### src/rtl/acc_job_scheduler_pkg.sv
`default_nettype none
// ============================================================================
// Module : acc_job_scheduler_pkg
// Brief  : Opcode constants, select/state types and instruction decode helper
//          shared by the accelerator job scheduler.
// Rev    : 1.0
// ============================================================================
package acc_job_scheduler_pkg;

    localparam logic [5:0] c_op_header = 6'b111111;
    localparam logic [2:0] c_op_fft    = 3'b001;
    localparam logic [2:0] c_op_fir    = 3'b011;
    localparam logic [2:0] c_op_iir    = 3'b111;

    typedef enum logic [1:0] {
        SEL_FFT = 2'd0,
        SEL_FIR = 2'd1,
        SEL_IIR = 2'd2
    } acc_sel_t;

    typedef enum logic [1:0] {
        ST_IDLE  = 2'd0,
        ST_RUN   = 2'd1,
        ST_DRAIN = 2'd2
    } sched_state_t;

    typedef struct packed {
        logic     valid;
        acc_sel_t sel;
    } instr_dec_t;

    function automatic instr_dec_t decode_instr(input logic [31:0] instr);
        instr_dec_t dec;
        dec.valid = 1'b0;
        dec.sel   = SEL_FFT;
        if (instr[31:3] == {c_op_header, 23'b0}) begin
            case (instr[2:0])
                c_op_fft: begin dec.valid = 1'b1; dec.sel = SEL_FFT; end
                c_op_fir: begin dec.valid = 1'b1; dec.sel = SEL_FIR; end
                c_op_iir: begin dec.valid = 1'b1; dec.sel = SEL_IIR; end
                default:  dec.valid = 1'b0;
            endcase
        end
        return dec;
    endfunction

    // Bit order {iir, fir, fft} matches the enable and done vectors in the top.
    function automatic logic [2:0] sel_onehot(input acc_sel_t sel);
        logic [2:0] oh;
        case (sel)
            SEL_FFT: oh = 3'b001;
            SEL_FIR: oh = 3'b010;
            SEL_IIR: oh = 3'b100;
            default: oh = 3'b000;
        endcase
        return oh;
    endfunction

endpackage
`default_nettype wire

### src/rtl/acc_job_scheduler_fifo.sv
`default_nettype none
// ============================================================================
// Module : acc_job_scheduler_fifo
// Brief  : DEPTH-entry queue of accelerator selects with wrap pointers and an
//          occupancy count; simultaneous push and pop are both honoured.
// Rev    : 1.0
// ============================================================================
module acc_job_scheduler_fifo
    import acc_job_scheduler_pkg::*;
#(
    parameter int DEPTH = 4,
    parameter int PTR_W = 2
) (
    input  logic             clk,
    input  logic             rst,
    input  logic             i_push,
    input  logic             i_pop,
    input  acc_sel_t         i_din,
    output acc_sel_t         o_dout,
    output logic             o_full,
    output logic             o_empty,
    output logic [PTR_W:0]   o_count
);

    localparam logic [PTR_W:0] c_full_count = (PTR_W + 1)'(DEPTH);

    acc_sel_t         mem_q [DEPTH];
    acc_sel_t         mem_d [DEPTH];
    logic [PTR_W-1:0] wr_ptr_q, wr_ptr_d;
    logic [PTR_W-1:0] rd_ptr_q, rd_ptr_d;
    logic [PTR_W:0]   count_q, count_d;
    logic             w_do_push;
    logic             w_do_pop;

    assign o_full    = (count_q == c_full_count);
    assign o_empty   = (count_q == '0);
    assign o_count   = count_q;
    assign o_dout    = mem_q[rd_ptr_q];
    assign w_do_push = i_push & ~o_full;
    assign w_do_pop  = i_pop & ~o_empty;

    always_comb begin
        mem_d    = mem_q;
        wr_ptr_d = wr_ptr_q;
        rd_ptr_d = rd_ptr_q;
        count_d  = count_q;
        if (w_do_push) begin
            mem_d[wr_ptr_q] = i_din;
            wr_ptr_d        = wr_ptr_q + 1'b1;
        end
        if (w_do_pop) begin
            rd_ptr_d = rd_ptr_q + 1'b1;
        end
        case ({w_do_push, w_do_pop})
            2'b10:   count_d = count_q + 1'b1;
            2'b01:   count_d = count_q - 1'b1;
            default: count_d = count_q;
        endcase
    end

    // Storage needs no reset: entries are only read once the count says they are valid.
    always_ff @(posedge clk) begin
        mem_q <= mem_d;
    end

    always_ff @(posedge clk or posedge rst) begin
        if (rst) begin
            wr_ptr_q <= '0;
            rd_ptr_q <= '0;
            count_q  <= '0;
        end else begin
            wr_ptr_q <= wr_ptr_d;
            rd_ptr_q <= rd_ptr_d;
            count_q  <= count_d;
        end
    end

endmodule
`default_nettype wire

### src/rtl/acc_job_scheduler.sv
`default_nettype none
// ============================================================================
// Module : acc_job_scheduler
// Brief  : Queues host accelerator instructions and runs them one at a time,
//          handshaking on read/write done with timeout and error reporting.
// Rev    : 1.0
// ============================================================================
module acc_job_scheduler
    import acc_job_scheduler_pkg::*;
#(
    parameter int DEPTH   = 4,
    parameter int PTR_W   = 2,
    parameter int TIMEOUT = 1024,
    parameter int TO_W    = 11
) (
    input  logic             clk,
    input  logic             reset,
    input  logic             chipselect,
    input  logic [31:0]      instruction,
    output logic             instr_ready,
    input  logic             fft_read_done,
    input  logic             fft_write_done,
    input  logic             fir_read_done,
    input  logic             fir_write_done,
    input  logic             iir_read_done,
    input  logic             iir_write_done,
    output logic             fft_enable,
    output logic             fir_enable,
    output logic             iir_enable,
    output logic             acc_done,
    output logic             acc_error,
    output logic             busy,
    output logic [PTR_W:0]   queue_count
);

    localparam logic [TO_W-1:0] c_timeout_last = TO_W'(TIMEOUT - 1);

    sched_state_t     state_q, state_d;
    acc_sel_t         sel_q, sel_d;
    logic [TO_W-1:0]  timer_q, timer_d;
    logic [2:0]       enable_q, enable_d;
    logic             done_q, done_d;
    logic             error_q, error_d;

    instr_dec_t       w_dec;
    logic             w_accept;
    logic             w_push;
    logic             w_pop;
    logic             w_invalid;
    acc_sel_t         w_head_sel;
    logic             w_full;
    logic             w_empty;
    logic [2:0]       w_sel_mask;
    logic             w_sel_rd;
    logic             w_sel_wr;

    assign w_dec     = decode_instr(instruction);
    assign w_accept  = chipselect & ~w_full;
    assign w_push    = w_accept & w_dec.valid;
    assign w_invalid = w_accept & ~w_dec.valid;

    acc_job_scheduler_fifo #(
        .DEPTH (DEPTH),
        .PTR_W (PTR_W)
    ) u_fifo (
        .clk     (clk),
        .rst     (reset),
        .i_push  (w_push),
        .i_pop   (w_pop),
        .i_din   (w_dec.sel),
        .o_dout  (w_head_sel),
        .o_full  (w_full),
        .o_empty (w_empty),
        .o_count (queue_count)
    );

    // Done pair of the latched job only; other accelerators' dones are masked off.
    assign w_sel_mask = sel_onehot(sel_q);
    assign w_sel_rd   = |(w_sel_mask & {iir_read_done,  fir_read_done,  fft_read_done});
    assign w_sel_wr   = |(w_sel_mask & {iir_write_done, fir_write_done, fft_write_done});

    always_comb begin
        state_d  = state_q;
        sel_d    = sel_q;
        timer_d  = timer_q;
        enable_d = enable_q;
        done_d   = 1'b0;
        error_d  = w_invalid;
        w_pop    = 1'b0;
        case (state_q)
            ST_IDLE: begin
                if (!w_empty) begin
                    w_pop    = 1'b1;
                    sel_d    = w_head_sel;
                    enable_d = sel_onehot(w_head_sel);
                    timer_d  = '0;
                    state_d  = ST_RUN;
                end
            end
            ST_RUN: begin
                timer_d = timer_q + 1'b1;
                if (w_sel_rd && w_sel_wr) begin
                    enable_d = '0;
                    done_d   = 1'b1;
                    state_d  = ST_DRAIN;
                end else if (timer_q == c_timeout_last) begin
                    enable_d = '0;
                    error_d  = 1'b1;
                    state_d  = ST_IDLE;
                end
            end
            ST_DRAIN: begin
                if (!w_sel_rd && !w_sel_wr) begin
                    state_d = ST_IDLE;
                end
            end
            default: begin
                enable_d = '0;
                state_d  = ST_IDLE;
            end
        endcase
    end

    always_ff @(posedge clk or posedge reset) begin
        if (reset) begin
            state_q  <= ST_IDLE;
            sel_q    <= SEL_FFT;
            timer_q  <= '0;
            enable_q <= '0;
            done_q   <= 1'b0;
            error_q  <= 1'b0;
        end else begin
            state_q  <= state_d;
            sel_q    <= sel_d;
            timer_q  <= timer_d;
            enable_q <= enable_d;
            done_q   <= done_d;
            error_q  <= error_d;
        end
    end

    assign instr_ready = ~w_full;
    assign fft_enable  = enable_q[0];
    assign fir_enable  = enable_q[1];
    assign iir_enable  = enable_q[2];
    assign acc_done    = done_q;
    assign acc_error   = error_q;
    assign busy        = (state_q != ST_IDLE);

endmodule
`default_nettype wire

### config.mk
export PLATFORM = sky130hd
export DESIGN_NAME = acc_job_scheduler
export DESIGN_NICKNAME = d
export VERILOG_FILES = /design/src/rtl/acc_job_scheduler_pkg.sv /design/src/rtl/acc_job_scheduler_fifo.sv /design/src/rtl/acc_job_scheduler.sv
export SDC_FILE = /design/constraint.sdc
export NUM_CORES = 1
export LEC_CHECK = 0
export BUFFER_PORTS_ARGS = -buffer_cell sky130_fd_sc_hd__buf_4
export CAP_MARGIN = 20
export CORE_MARGIN = 1
export CORE_UTILIZATION = 45
export DETAILED_ROUTE_END_ITERATION = 10
export GPL_ROUTABILITY_DRIVEN = 0
export MAX_ROUTING_LAYER = met4
export PLACE_DENSITY = 0.73
export SYNTH_ARGS = -nofsm -noshare
export SYNTH_HDL_FRONTEND = slang
export SYNTH_SLANG_ARGS = --single-unit
### constraint.sdc
create_clock -name clk -period 2.41 [get_ports clk]
set_clock_uncertainty 0.15 [all_clocks]
set_input_delay 0 -clock clk [delete_from_list [all_inputs] [get_ports clk]]
set_output_delay 0 -clock clk [all_outputs]
set_load 0.01 [all_outputs]
==> summary.txt, run 1 <==
Result of the run - finished clean
Leakage - 1.07 nW
Die Area - 4200 sq um
Final antenna diode count - 0
Unrepaired setup endpoints after global routing - no
Type of destination of the critical path - flop
Number of hold violations in the final report - 0
Post-synthesis mux area share - 5.08%
Share of final-layout standard cells stronger than drive strength 1 - 36.6%
# nets final - 274
Syn Nets - 209
Synthesized instance count - 161
Number of synthesis warnings - 0
Die height - 64.8 microns
Worst min-delay path class - in -> reg
Post-route design area - 2380 sq um
Adder-Cell Fraction of Synth Area - 5.36%
Post-DP HPWL - 2930 microns
Required time worst endpoint - 2.46 ns
Setup-violating endpoint count in the final report - 0
Commonest cells after routing, fill and taps aside - buf_4 (58), dfrtp_1 (27), o21ai_0 (15)
Top cell family by delay on the critical path - simple AND/OR/NAND/NOR gates
Synthesized-area fraction occupied by xor and xnor cells - 3.46%
Data arrival time of the worst path - 2.33 ns
Pin count of the biggest net entering global routing - 28
I/O pin cnt - 51
Post-Synthesis Mean Instance Area - 11.0 sq um
Total detailed-routing wirelength - 3650 microns
Critical path start-end classification - reg -> reg
Fmax - 0.440 GHz
Remaining DRCs - 0
ANT nets after route - 0
Crit share post-route - 94.3%
Setup TNS Final - 0 ns
Detailed-route via count - 1,509
Routed wirelength normalized by instance count - 13.3 microns
Core Footprint - 3720 sq um
Via density per instance - 5.49
Global-route usage over all layers - 20.3%
Count of pins over their slew limit - 0
Post-Place Cell Area - 2250 sq um
H-tree Lvls - 2
Cells traversed along the worst timing path - or2_4 > or2_2 > inv_2 > ha_2 > inv_1 > fa_2 > xor2_1 > nor2_1 > xor2_1
PortBufs - 50
Number of antenna violations at the first check in global routing - 0
Number of buffers created by CTS - 5
Post-synthesis instance area - 1770 sq um
Clock Latency Late Sink - 0.28 ns
Post-synthesis compound-gate area fraction - 11.7%
CTS tree - built
Delay of the slowest critical-path stage - 0.39 ns
Min Tclk post-route - 2.27 ns
Critical Path Source Type - flop
CTS Root Buffer Type - clkbuf_8
Reported max-cap violation count - 0
Worst rel slew slack - 70.6%
Slew at the pin with the worst max-slew slack - 0.438 ns
Largest family of logic cells by synthesized area - simple AND/OR/NAND/NOR gates
Buf/Inv on CP - 2
Relative area change from synthesis to final layout - 34.4%
Post-CTS clock slew at the launch and capture registers of the worst setup and hold paths - 0.07 ns
Rows - 22
Global-route wire length before repair - 6310 microns
DRC violation total after the first TritonRoute iteration - 54
Largest vdd supply drop - 0.618 mV
Slowest cell on the critical path - dfrtp_1
Synth Register Bits - 35
Most common cell after layout, fill and taps aside - buf_4
Most Frequent Cell on Critical Path - xor2_1
Power per cell area - 976 nW/um^2
First-pass detailed-route iteration total - 4
Synth cell types - 38
Simple-Gate Fraction of Synth Area - 19.5%
Starting density of the core - 47.7%
Maximum count of clock buffers along a single path - 2
Remaining global-route overflow - 0
Die extent in x - 64.8 microns
Maximum net fanout on the critical path - 3
Proportion of synthesized chip area in sequential cells - 51.7%
Via count of the first global-routing pass - 1,522
Number of clock sinks seen by CTS - 35
==> path summary, 6_finish.rpt <==
check	start	endpoint	slack (ns)	cells after the start
worst max-delay path	state_q[0]	u_fifo.o_count[2]	0.14	9
worst min-delay path	instruction[1]	u_fifo.mem_q[4]	0.03	3
worst max register to register	state_q[0]	u_fifo.o_count[2]	0.14	9
worst min register to register	timer_q[9]	timer_q[9]	0.34	1
max in group asynchronous	reset	sel_q[0]	1.67	4
min in group asynchronous	reset	timer_q[10]	0.19	4
==> sequential cells by signal, indices dropped and copies added (netlist names) <==
name and count:
timer_q 11, u_fifo.mem_q 8, enable_q 3, u_fifo.o_count 3, sel_q 2, state_q 2
u_fifo.rd_ptr_q 2, u_fifo.wr_ptr_q 2, acc_done 1, acc_error 1
==> report_power, final <==
group	switching (mW)	internal (mW)	total (mW)
combinational	0.515	0.515	1.03
sequential	0.144	0.745	0.889
clock	0.207	0.201	0.408
total	0.865	1.46	2.33
==> cell usage after synthesis <==
cell	count	area (sq um)
mux2i_1	3	30.0
nand3_1	7	35.0
nand2_1	14	52.6
ha_1	6	75.1
a31oi_1	2	12.5
clkbuf_1	3	11.3
mux4_2	2	45.0
nor4_2	3	37.5
xor2_1	3	26.3
a22o_1	1	8.76
a21oi_1	1	5.00
and2_2	4	30.0
and3_1	2	12.5
nand4_1	6	37.5
or4_4	1	11.3
o21a_1	1	7.51
a32o_1	3	30.0
nor4_1	2	12.5
dfrtp_1	27	676
o31ai_1	1	7.51
o2bb2ai_1	3	26.3
nor2b_1	2	12.5
inv_1	12	45.0
fa_1	1	20.0
nand2b_1	1	6.26
nor3_4	1	16.3
xnor2_1	4	35.0
o21ai_0	15	75.1
or2_2	2	12.5
nor2_1	9	33.8
nor4b_1	1	8.76
o311ai_0	1	8.76
o41ai_1	2	17.5
nor3_1	3	15.0
o31a_1	1	8.76
mux2_4	1	15.0
or3_1	2	12.5
edfxtp_1	8	240
==> stage by stage <==
step,worst slack (ns),cells,total power [mW],hold WS (ns),utilization (%)
finish,0.138,275,2.33,0.0269,64.1
global route,0.0398,275,2.50,0.0387,64.1
CTS,0.0705,273,2.32,0.0243,63.7
detailed placement,-0.00732,262,1.90,-0.0625,60.5
global placement,0.0671,262,1.84,-0.0630,60.5
floorplan,0.0138,161,1.51,-0.0973,-
==> cells by family after synthesis <==
logic type / count (synthesis)
simple gates: 60
compound gates: 31
mux: 6
flops: 35
xor+xnor: 7
fa+ha+maj: 7
buf+inv: 15
==> worst reg2reg max path, delay by kind of cell, from the launching register on <==
family | cells | cell delay [ns]
and+or+nand+nor | 3 | 0.69
adders and majority gates | 2 | 0.52
DFF | 1 | 0.39
xor gates and xnor gates | 2 | 0.32
buffers and inverters | 2 | 0.13
==> timing repair <==
item                                   4_1_cts  5_1_grt
buffers inserted                             0        2
endpoints found under the hold margin       32        0
setup endpoints to repair                    0        1
hold buffers                                 3        0
resized for setup                            0        1
==> routing by layer <==
metal | track usage (%) | vias to the layer above | share of wire (%)
li1 | - | 719 | -
met1 | 22.2 | 718 | 40
met2 | 36.6 | 67 | 52
met3 | 2.99 | 5 | 6.5
met4 | 8.33 | 0 | 1.5
met5 | - | - | 0
==> cell type report <==
cell class	count	area, sq um
Clock buffer	5	68.8
Fill cell	296	1330
Tap cell	48	60.1
Inverter	12	45.0
Multi-Input combinational cell	111	808
Timing Repair Buffer	61	465
Sequential cell	35	916
Clock inverter	3	20.0
Power figures use the tool's default switching activity.
==> run 2: changes to the inputs <==
SYNTH_HIERARCHICAL = 1   (was not set)
==> run 2 against run 1 <==
First-iteration DRC count up 78%. Clock-buffer cell count did not move. Power fell by 14%. Final area grew 5.7%. Hold slack better by 0.0028 ns. Via count rose by 0.99%. Combinational power down 25%. Synthesized cell count is 7.5% higher. Setup slack got worse by 0.067 ns. Cell count grew 5.8%. Sequential share of layout area shrank 1.9 points. Critical path type unchanged. Critical endpoint is now u_fifo/o_count[2]. Largest power group is now registers. Highest routed layer unchanged.
==> summary.txt, run 2 <==
Library cell with the highest instance count after synthesis - dfrtp_1
Post-DP HPWL - 3070 microns
Sw Ratio - 34.6%
Proportion of synthesized chip area in sequential cells - 48.7%
Remaining global-route overflow - 0
Slowest cell on the critical path - dfrtp_2
Share of final-layout standard cells stronger than drive strength 1 - 34.9%
Core Footprint - 4000 sq um
Critical path start-end classification - reg -> reg
Largest family of logic cells by synthesized area - simple AND/OR/NAND/NOR gates
Number of cells traversed by the worst register-to-register path - 10
Relative area change from synthesis to final layout - 33.8%
Number of synthesis warnings - 6
Registers with the most flip-flops - timer_q: 11 flops, u_fifo/mem_q: 8 flops
Commonest cells after routing, fill and taps aside - buf_4 (59), dfrtp_1 (24), nand2_1 (18)
Slack of the critical path - 0.0712 ns
Worst min-delay path class - in -> reg
Register ranked first by flip-flop count - timer_q
Detailed-route via count - 1,524
Cells traversed along the worst timing path - nor3b_2 > and4bb_2 > nor2b_2 > inv_2 > ha_4 > inv_1 > fa_1 > xor2_1 > nor2_1 > xor2_1
PortBufs - 50
Number of hold violations in the final report - 0
Unrepaired setup endpoints after global routing - no
Internal portion of total power - 1.31 mW
Crit path depth - 10
Power per cell area - 794 nW/um^2
CTS Root Buffer Type - clkbuf_8
Count of cells along the worst hold path - 4
Number of antenna violations at the first check in global routing - 0
Min Tclk post-route - 2.34 ns
Result of the run - finished clean
Maximum count of clock buffers along a single path - 2
Data arrival time of the worst path - 2.39 ns
Post-route design area - 2520 sq um
DRC violation total after the first TritonRoute iteration - 96
Synthesized instance count - 173
Routed length on met1 - 1790 microns
Core Util, Final - 63.0%
I/O pin cnt - 51
Post-synthesis instance area - 1880 sq um
Met2 wirelength from detailed routing - 2000 microns
Fraction of power consumed by the clock network - 20.0%
Sequential power share - 41.6%
Total detailed-routing wirelength - 3960 microns
Area fraction of the dominant cell type after synthesis - 35.9%
Worst rel slew slack - 50.0%
Die extent in x - 66.7 microns
Via count of the first global-routing pass - 1,588
Setup TNS Final - 0 ns
CTS tree - built
Top cell family by delay on the critical path - simple AND/OR/NAND/NOR gates
Fmax - 0.428 GHz
Global-route wire length before repair - 6840 microns
First-pass detailed-route iteration total - 4
Type of destination of the critical path - flop
Slew at the pin with the worst max-slew slack - 0.749 ns
Setup-violating endpoint count in the final report - 0
Buf/Inv on CP - 2
Top sig layer - met4
Synth cell types - 42
Die Area - 4440 sq um
Critical Path Source Type - flop
Syn Nets - 221
Most Frequent Cell on Critical Path - xor2_1
Count of flip-flops with a built-in enable after synthesis - 8
Commonest cells in the synthesized netlist - dfrtp_1 (27), nand2_1 (18), inv_1 (13), nor2_1 (13), mux2i_1 (11)
Async set-or-reset flop fraction in the synthesized netlist - 77.1%
Number of placed instances with taps included - 277
Post-CTS clock slew at the launch and capture registers of the worst setup and hold paths - 0.07 ns
Remaining DRCs - 0
Crit share post-route - 97.0%
Delay of the slowest critical-path stage - 0.44 ns
Post-synthesis mux area share - 9.84%
Die height - 66.7 microns
Simple-Gate Fraction of Synth Area - 21.0%
Final antenna diode count - 0
Via density per instance - 5.24
NetSw - 692 uW
Synthesized-area fraction occupied by xor and xnor cells - 3.26%
Count of pins over their slew limit - 0
Clock Latency Late Sink - 0.29 ns
Most used flip-flop cell after synthesis - dfrtp_1
ANT nets after route - 0
Adder-Cell Fraction of Synth Area - 5.05%
Required time worst endpoint - 2.46 ns
Top area cells in the synthesized netlist - dfrtp_1 (36%), edfxtp_1 (13%), mux2i_1 (5.9%), ha_1 (4.0%), nand2_1 (3.6%)
Post-Place Cell Area - 2380 sq um
Leakage - 1.18 nW
Combinational fraction of design power - 38.4%
H-tree Lvls - 2
Post-Synthesis Mean Instance Area - 10.9 sq um
Global-route usage over all layers - 21.4%
Reported max-cap violation count - 0
Most common cell after layout, fill and taps aside - buf_4
Starting density of the core - 47.0%
Number of clock sinks seen by CTS - 35
Place WS - 0.0381 ns
Pin count of the biggest net entering global routing - 21
Largest vdd supply drop - 0.596 mV
Flip-flop count of the largest register, all copies and words added - 11
Rows - 23
Biggest area consumer among synthesized cells - dfrtp_1
Maximum net fanout on the critical path - 4
Routed wirelength normalized by instance count - 13.6 microns
Synth Register Bits - 35
Post-route non-filler standard cell count - 291
Met3 routed WL - 120 microns
Number of buffers created by CTS - 5
Post-synthesis compound-gate area fraction - 8.11%
# nets final - 288
## run 2: power groups by stage
stage          combinational [mW]  sequential [mW]  clock [mW]
6_report                    0.768            0.832       0.400
5_1_grt                     0.858            0.853       0.429
4_1_cts                     0.743            0.838       0.412
3_5_place_dp                0.735            0.848           0
3_3_place_gp                0.723            0.845           0
2_1_floorplan               0.461            0.845           0
## run 2: cell type report
type                       instances  area, sq um
fill                             321         1480
multi-input combinational        122          921
sequential                        35          920
timing repair buffer              63          483
clock buffer                       5         68.8
tap                               50         62.6
inverter                          13         48.8
clock inverter                     3         15.0
## run 2: worst min-delay path: cells and delay by family
kind	cells	cell delay [ns]
AO/OA/AOI/OAI	2	0.21
buffers and inverters	1	0.08
AND/OR/NAND/NOR	1	0.14
## run 2: path summary, 6_finish.rpt
check / from / to / slack, ns
setup / recovery: u_fifo/o_count[1] / u_fifo/o_count[2] / 0.07
hold / removal: iir_read_done / state_q[0] / 0.03
setup reg to reg: u_fifo/o_count[1] / u_fifo/o_count[2] / 0.07
hold reg to reg: timer_q[5] / timer_q[5] / 0.33
max in group asynchronous: reset / timer_q[10] / 1.38
min in group asynchronous: reset / u_fifo/rd_ptr_q[1] / 0.06
## run 2: per-stage QoR
| step | hold WS, ns | total power, mW |
|---|---|---|
| 2_1_floorplan | -0.347 | 1.31 |
| 3_3_place_gp | -0.180 | 1.57 |
| 5_1_grt | 0.0980 | 2.14 |
| 4_1_cts | 0.0199 | 1.99 |
| 6_report | 0.0297 | 2.00 |
| 3_5_place_dp | -0.177 | 1.58 |
## run 2: repair_timing
action                                  CTS  global route
hold buffers                              4             0
hold endpoints to repair                 36             0
endpoints found under the setup margin    0             1
resized for setup                         0             2
setup buffers                             0             2
## run 2: cell families (layout without fill, tap and decap cells)
kind of cell             Yosys count  in the layout
adder cells (fa/ha/maj)            7              7
AO/OA/AOI/OAI                     22             22
AND/OR/NAND/NOR                   71             71
buffers and inverters             16             84
flip-flops                        35             35
multiplexers                      15             15
XOR/XNOR                           7              7
## run 2: per-layer routing
metal  GRT usage, %  vias to the layer above
met5              -                        -
met4           8.24                        0
met3           4.62                        8
met2           36.1                       26
met1           24.8                      738
li1               -                      752
